**config.mk**
```make
export PLATFORM = sky130hd
export DESIGN_NAME = draw_layer_sequencer
export DESIGN_NICKNAME = d
export VERILOG_FILES = /design/src/rtl/draw_layer_sequencer.sv
export SDC_FILE = /design/constraint.sdc
export NUM_CORES = 1
export LEC_CHECK = 0
export ABC_CLOCK_PERIOD_IN_PS = 2750
export BUFFER_PORTS_ARGS = -buffer_cell sky130_fd_sc_hd__buf_2
export CAP_MARGIN = 20
export CORE_MARGIN = 2
export CORE_UTILIZATION = 46
export DETAILED_ROUTE_END_ITERATION = 12
export GPL_TIMING_DRIVEN = 1
export MAX_ROUTING_LAYER = met4
export PLACE_DENSITY_LB_ADDON = 0.2
export SYNTH_ARGS = -nofsm -noshare
export SYNTH_HDL_FRONTEND = slang
export SYNTH_SLANG_ARGS = --single-unit
```
**constraint.sdc**
```tcl
create_clock -name clk -period 2.75 [get_ports clk]
set_input_delay 0.4125 -clock clk [delete_from_list [all_inputs] [get_ports clk]]
set_output_delay 0.4125 -clock clk [all_outputs]
set_load 0.1 [all_outputs]
```
**src/rtl/draw_layer_sequencer.sv**
```systemverilog
// Frame compositor: walks the layer engines in fixed priority order, starts each
// enabled engine and forwards its pixel stream to the single VGA write port.
module draw_layer_sequencer #(
  parameter int              NUM_LAYERS     = 6,
  parameter int              X_W            = 9,
  parameter int              Y_W            = 8,
  parameter int              C_W            = 12,
  parameter logic [C_W-1:0]  KEY_COLOR      = '0,
  parameter int              TIMEOUT_CYCLES = 131072,
  parameter int              IDX_W          = 3
) (
  input  logic                      clk,
  input  logic                      resetn,
  input  logic                      go,
  input  logic [NUM_LAYERS-1:0]     layer_en,
  input  logic [NUM_LAYERS-1:0]     trans_en,
  output logic [NUM_LAYERS-1:0]     layer_start,
  input  logic [NUM_LAYERS-1:0]     layer_done,
  input  logic [NUM_LAYERS*X_W-1:0] layer_x,
  input  logic [NUM_LAYERS*Y_W-1:0] layer_y,
  input  logic [NUM_LAYERS*C_W-1:0] layer_color,
  input  logic [NUM_LAYERS-1:0]     layer_we,
  output logic [X_W-1:0]            X_out,
  output logic [Y_W-1:0]            Y_out,
  output logic [C_W-1:0]            Color_out,
  output logic                      writeEn,
  output logic                      busy,
  output logic [IDX_W-1:0]          cur_layer,
  output logic                      frame_done,
  output logic                      timeout_err,
  output logic [IDX_W-1:0]          timeout_layer
);

  localparam int                    WD_W     = (TIMEOUT_CYCLES > 2) ? $clog2(TIMEOUT_CYCLES) : 1;
  localparam logic [WD_W-1:0]       WD_LAST  = WD_W'(TIMEOUT_CYCLES - 1);
  localparam logic [IDX_W-1:0]      LAST_IDX = IDX_W'(NUM_LAYERS - 1);
  localparam logic [NUM_LAYERS-1:0] ONE_HOT0 = NUM_LAYERS'(1);

  typedef enum logic [2:0] {
    IDLE  = 3'd0,
    SEL   = 3'd1,
    START = 3'd2,
    DRAW  = 3'd3,
    NEXT  = 3'd4,
    DONE  = 3'd5
  } state_e;

  state_e                  state_q, state_d;
  logic [IDX_W-1:0]        cur_q, cur_d;
  logic [NUM_LAYERS-1:0]   en_q, en_d;
  logic [NUM_LAYERS-1:0]   te_q, te_d;
  logic [WD_W-1:0]         wdog_q, wdog_d;
  logic                    terr_q, terr_d;
  logic [IDX_W-1:0]        tlayer_q, tlayer_d;
  logic [X_W-1:0]          x_q, x_d;
  logic [Y_W-1:0]          y_q, y_d;
  logic [C_W-1:0]          c_q, c_d;
  logic                    we_q, we_d;

  logic [X_W-1:0]          sel_x;
  logic [Y_W-1:0]          sel_y;
  logic [C_W-1:0]          sel_c;
  logic                    sel_we, sel_done, sel_en, sel_te;

  // Only the layer addressed by cur_q reaches the pixel path or the FSM.
  always_comb begin
    sel_x    = '0;
    sel_y    = '0;
    sel_c    = '0;
    sel_we   = 1'b0;
    sel_done = 1'b0;
    sel_en   = 1'b0;
    sel_te   = 1'b0;
    for (int i = 0; i < NUM_LAYERS; i++) begin
      if (cur_q == IDX_W'(i)) begin
        sel_x    = layer_x[i*X_W +: X_W];
        sel_y    = layer_y[i*Y_W +: Y_W];
        sel_c    = layer_color[i*C_W +: C_W];
        sel_we   = layer_we[i];
        sel_done = layer_done[i];
        sel_en   = en_q[i];
        sel_te   = te_q[i];
      end
    end
  end

  always_comb begin
    // NOTE: every signal written here gets a default first so no path leaves it
    // unassigned; a missing default would infer a latch.
    state_d     = state_q;
    cur_d       = cur_q;
    en_d        = en_q;
    te_d        = te_q;
    wdog_d      = wdog_q;
    terr_d      = terr_q;
    tlayer_d    = tlayer_q;
    x_d         = x_q;
    y_d         = y_q;
    c_d         = c_q;
    we_d        = 1'b0;
    layer_start = '0;

    unique case (state_q)
      IDLE: begin
        if (go) begin
          en_d    = layer_en;
          te_d    = trans_en;
          terr_d  = 1'b0;
          cur_d   = '0;
          state_d = SEL;
        end
      end
      SEL: state_d = sel_en ? START : NEXT;
      START: begin
        layer_start = ONE_HOT0 << cur_q;
        wdog_d      = '0;
        state_d     = DRAW;
      end
      DRAW: begin
        // Transparency uses the incoming colour, not the registered one.
        x_d    = sel_x;
        y_d    = sel_y;
        c_d    = sel_c;
        we_d   = sel_we & ~(sel_te & (sel_c == KEY_COLOR));
        wdog_d = wdog_q + WD_W'(1);
        if (sel_done) begin
          state_d = NEXT;
        end else if (wdog_q == WD_LAST) begin
          state_d  = NEXT;
          terr_d   = 1'b1;
          tlayer_d = cur_q;
        end
      end
      NEXT: begin
        if (cur_q == LAST_IDX) begin
          state_d = DONE;
        end else begin
          cur_d   = cur_q + IDX_W'(1);
          state_d = SEL;
        end
      end
      DONE:    state_d = IDLE;
      default: state_d = IDLE;
    endcase
  end

  // NOTE: state registers use non-blocking assignments so every flop samples
  // the pre-edge value of its inputs regardless of statement order.
  always_ff @(posedge clk or negedge resetn) begin
    if (!resetn) begin
      state_q  <= IDLE;
      cur_q    <= '0;
      en_q     <= '0;
      te_q     <= '0;
      wdog_q   <= '0;
      terr_q   <= 1'b0;
      tlayer_q <= '0;
      x_q      <= '0;
      y_q      <= '0;
      c_q      <= '0;
      we_q     <= 1'b0;
    end else begin
      state_q  <= state_d;
      cur_q    <= cur_d;
      en_q     <= en_d;
      te_q     <= te_d;
      wdog_q   <= wdog_d;
      terr_q   <= terr_d;
      tlayer_q <= tlayer_d;
      x_q      <= x_d;
      y_q      <= y_d;
      c_q      <= c_d;
      we_q     <= we_d;
    end
  end

  assign X_out         = x_q;
  assign Y_out         = y_q;
  assign Color_out     = c_q;
  assign writeEn       = we_q;
  assign busy          = (state_q != IDLE);
  assign cur_layer     = cur_q;
  assign frame_done    = (state_q == DONE);
  assign timeout_err   = terr_q;
  assign timeout_layer = tlayer_q;

endmodule

```
==> flow_metrics.py <==
metrics = {
    "status": {
        "run_status": "completed",
    },
    "timing": {
        "fin_skew_ns": 0.01761,
        "worstMarginPinSlew_ns": 0.6961,
        "fin_crit_ns": 2.609,
        "period_share_pct": 94.87,
        "drv_slew": 0,
        "hold_viol_final": 0,
        "max_slew_margin_pct": 53.60,
        "setup_viol": 0,
        "tns_ns": 0,
        "max_freq_mhz": 383.3,
        "rsz0062_at_grt": "no",
    },
    "routing": {
        "dr.pass1.iters": 7,
        "wl_per_cell_microns": 19.43,
        "vias_per_cell": 5.997,
        "drc": 0,
        "drt_iter0_drc": 525,
        "drtAntennaViolNets": 0,
        "num_vias": 5667,
        "wl_microns": 18360,
    },
    "die": {
        "initial_core_util_pct": 46.86,
        "core_area_sq_um": 10230,
        "die_area_sq_um": 11260,
        "io_pins": 246,
        "die_w_microns": 106.1,
        "rows": 37,
        "die_y_microns": 106.1,
    },
    "place": {
        "io_buffers": 245,
        "dp.cells": 927,
        "gp_congestion": 0.9763,
        "place_hpwl_microns": 13650,
    },
    "worst_setup_path": {
        "r2r-end": "Y_out[4]",
        "start_kind": "flip-flop",
        "ff2ff_setup_slack_ns": 0.25,
        "path_class": "flip-flop to primary output",
        "rr_startpoint": "cur_layer[0]",
        "end_kind": "primary output",
        "ff2ff_path_depth": 10,
        "crit_arrival_ns": 2.20,
        "critPathMaxFanout": 24,
        "crit_required_ns": 2.34,
        "startpoint": "cur_layer[0]",
    },
    "cts": {
        "cts-root-buf": "clkbuf_8",
        "insertion_delay_ns": 0.35,
        "clk_path_buf_depth": 2,
        "cts_tree": "built",
        "hold_buffers": 0,
        "cts_buffers": 9,
        "path_clk_slew_ns": 0.08,
        "clock_sinks": 69,
        "post_cts_resized": 0,
        "post_cts_buffers": 0,
        "htreeDepth": 3,
    },
    "cells_and_area": {
        "syn2layout_area_growth_pct": 34.63,
        "drive_gt1_share_pct": 37.92,
        "fin_nets": 1010,
        "final_cell_count_no_fill": 945,
        "fin_util_pct": 63.09,
    },
    "global_routing": {
        "grt_start_max_net_pins": 43,
        "grt_pass1_wl_microns": 28460,
        "antenna_found_initial": 2,
        "grt_usage_pct": 32.87,
        "overflow": 0,
        "grt_pass1_vias": 5487,
    },
    "yosys": {
        "synth_fp_nets": 788,
        "synth_edf_count": 0,
        "synth.ff_latch_count": 69,
        "yosysWarnings": 0,
        "yosysSeqAreaShare_pct": 36.01,
        "synth.distinct_cells": 54,
        "avgSynthCellArea_sq_um": 8.267,
        "syn_area_sq_um": 4795,
        "synthArstFlopShare_pct": 100.0,
        "synth_ff_type": "dfrtp_1",
        "netlist_instances": 580,
    },
    "power_and_ir_drop": {
        "powerDensity_nw_per_um2": 1258,
        "ir_drop_mv": 0.7626,
        "cellLeakagePower_nw": 3.195,
    },
    "flow_run": {
        "maxCapViolations": 0,
    },
    "worst_hold_path": {
        "worst_hold_path_type": "primary input to asynchronous set/reset pin",
    },
}
cells in the final DEF, fill, tap and decap left out, types with 17 or more instances in the layout:
master,instances
a211o_1,17
a21oi_1,50
a221oi_1,29
a22oi_1,20
buf_2,240
buf_4,21
dfrtp_1,67
inv_1,31
nand2_1,78
o21ai_0,45
o21ai_1,20
critical path, stage by stage (launching register included):
cell	delay, ns
dfrtp_2	0.46
inv_1	0.11
ha_2	0.22
buf_4	0.31
nand2_1	0.27
nor3_4	0.28
buf_12	0.20
layout make-up:
class,instances,area (sq um)
fill,951,3776
multi-input combinational,423,2708
sequential,69,1729
timing repair buffer,267,1479
tap,136,170.2
clock buffer,9,123.9
clock inverter,7,120.1
inverter,32,120.1
antenna,2,5.005
kinds of logic after synthesis:
| group | Yosys count | synth area share, % |
|---|---|---|
| AOI/OAI and AO/OA | 236 | 33.72 |
| and+or+nand+nor | 163 | 16.10 |
| buffers and inverters | 88 | 8.377 |
| DFF | 69 | 36.01 |
| muxes | 17 | 3.967 |
| adders and majority gates | 7 | 1.827 |
through the flow:
| stage | hold WS, ns | worst slack [ns] | power (mW) | area (sq um) |
|---|---|---|---|---|
| floorplan | 0.1169 | 0.04861 | 5.886 | 4823 |
| global placement | 0.4570 | 0.1918 | 6.906 | 6198 |
| detailed placement | 0.4710 | 0.3187 | 7.023 | 6206 |
| CTS | 0.1252 | 0.1470 | 8.074 | 6450 |
| global route | 0.1461 | 0.03425 | 8.573 | 6455 |
| finish | 0.1008 | 0.1411 | 8.122 | 6455 |
per-layer routing:
| layer | wire [microns] | vias up | share of wire [%] | track usage [%] |
|---|---|---|---|---|
| li1 | - | 2592 | - | - |
| met4 | 735 | 0 | 4.0 | 13.82 |
| met5 | 0 | - | 0 | - |
| met1 | 7280 | 2670 | 40 | 40.60 |
| met2 | 8813 | 348 | 48 | 53.64 |
| met3 | 1534 | 57 | 8.4 | 5.518 |
flip-flops by register name, indices dropped and copies added (netlist names):
register and flops:
X_out 9, cur_layer 3, Y_out 8, timeout_layer 3, en_q 6, timeout_err 1
Color_out 12, wdog_q 17, writeEn 1, te_q 6, state_q 3
synthesized netlist by cell type (2+ instances only):
library cell | number | share of area [%]
a211o_1 | 17 | 3.1
a211oi_1 | 6 | 0.94
a21o_1 | 5 | 0.78
a21oi_1 | 50 | 5.2
a221oi_1 | 29 | 5.3
a221oi_2 | 3 | 0.94
a222oi_1 | 2 | 0.42
a22o_1 | 10 | 1.8
a22oi_1 | 20 | 3.1
a2bb2oi_1 | 3 | 0.55
a31oi_1 | 2 | 0.26
a32o_1 | 8 | 1.7
and2_1 | 7 | 0.91
and3_1 | 3 | 0.39
buf_1 | 6 | 0.47
buf_2 | 18 | 1.9
buf_6 | 6 | 1.4
clkbuf_1 | 25 | 2.0
dfrtp_1 | 69 | 36
ha_1 | 7 | 1.8
inv_1 | 31 | 2.4
mux2_1 | 12 | 2.8
mux2_2 | 4 | 0.94
nand2_1 | 78 | 6.1
nand3_1 | 11 | 1.1
nand3b_1 | 8 | 1.3
nand4_1 | 3 | 0.39
nor2_1 | 15 | 1.2
nor2b_1 | 17 | 2.2
nor3_1 | 13 | 1.4
o21ai_0 | 45 | 4.7
o21ai_1 | 20 | 2.1
o311ai_1 | 2 | 0.37
o31ai_1 | 5 | 0.78
how the worst max path moves through the flow:
| stage | slack (ns) | end |
|---|---|---|
| after floorplan | 0.05 | frame_done |
| after global placement | 0.19 | Y_out[4] |
| after global routing | 0.03 | layer_start[4] |
| final | 0.14 | layer_start[4] |
| after detailed placement | 0.32 | Y_out[4] |
| after CTS | 0.15 | layer_start[4] |
power by group:
group | internal, mW | switching, mW
Combinational | 1.62 | 3.78
Clock | 0.608 | 0.436
Sequential | 1.39 | 0.298
Power figures use the tool's default switching activity.
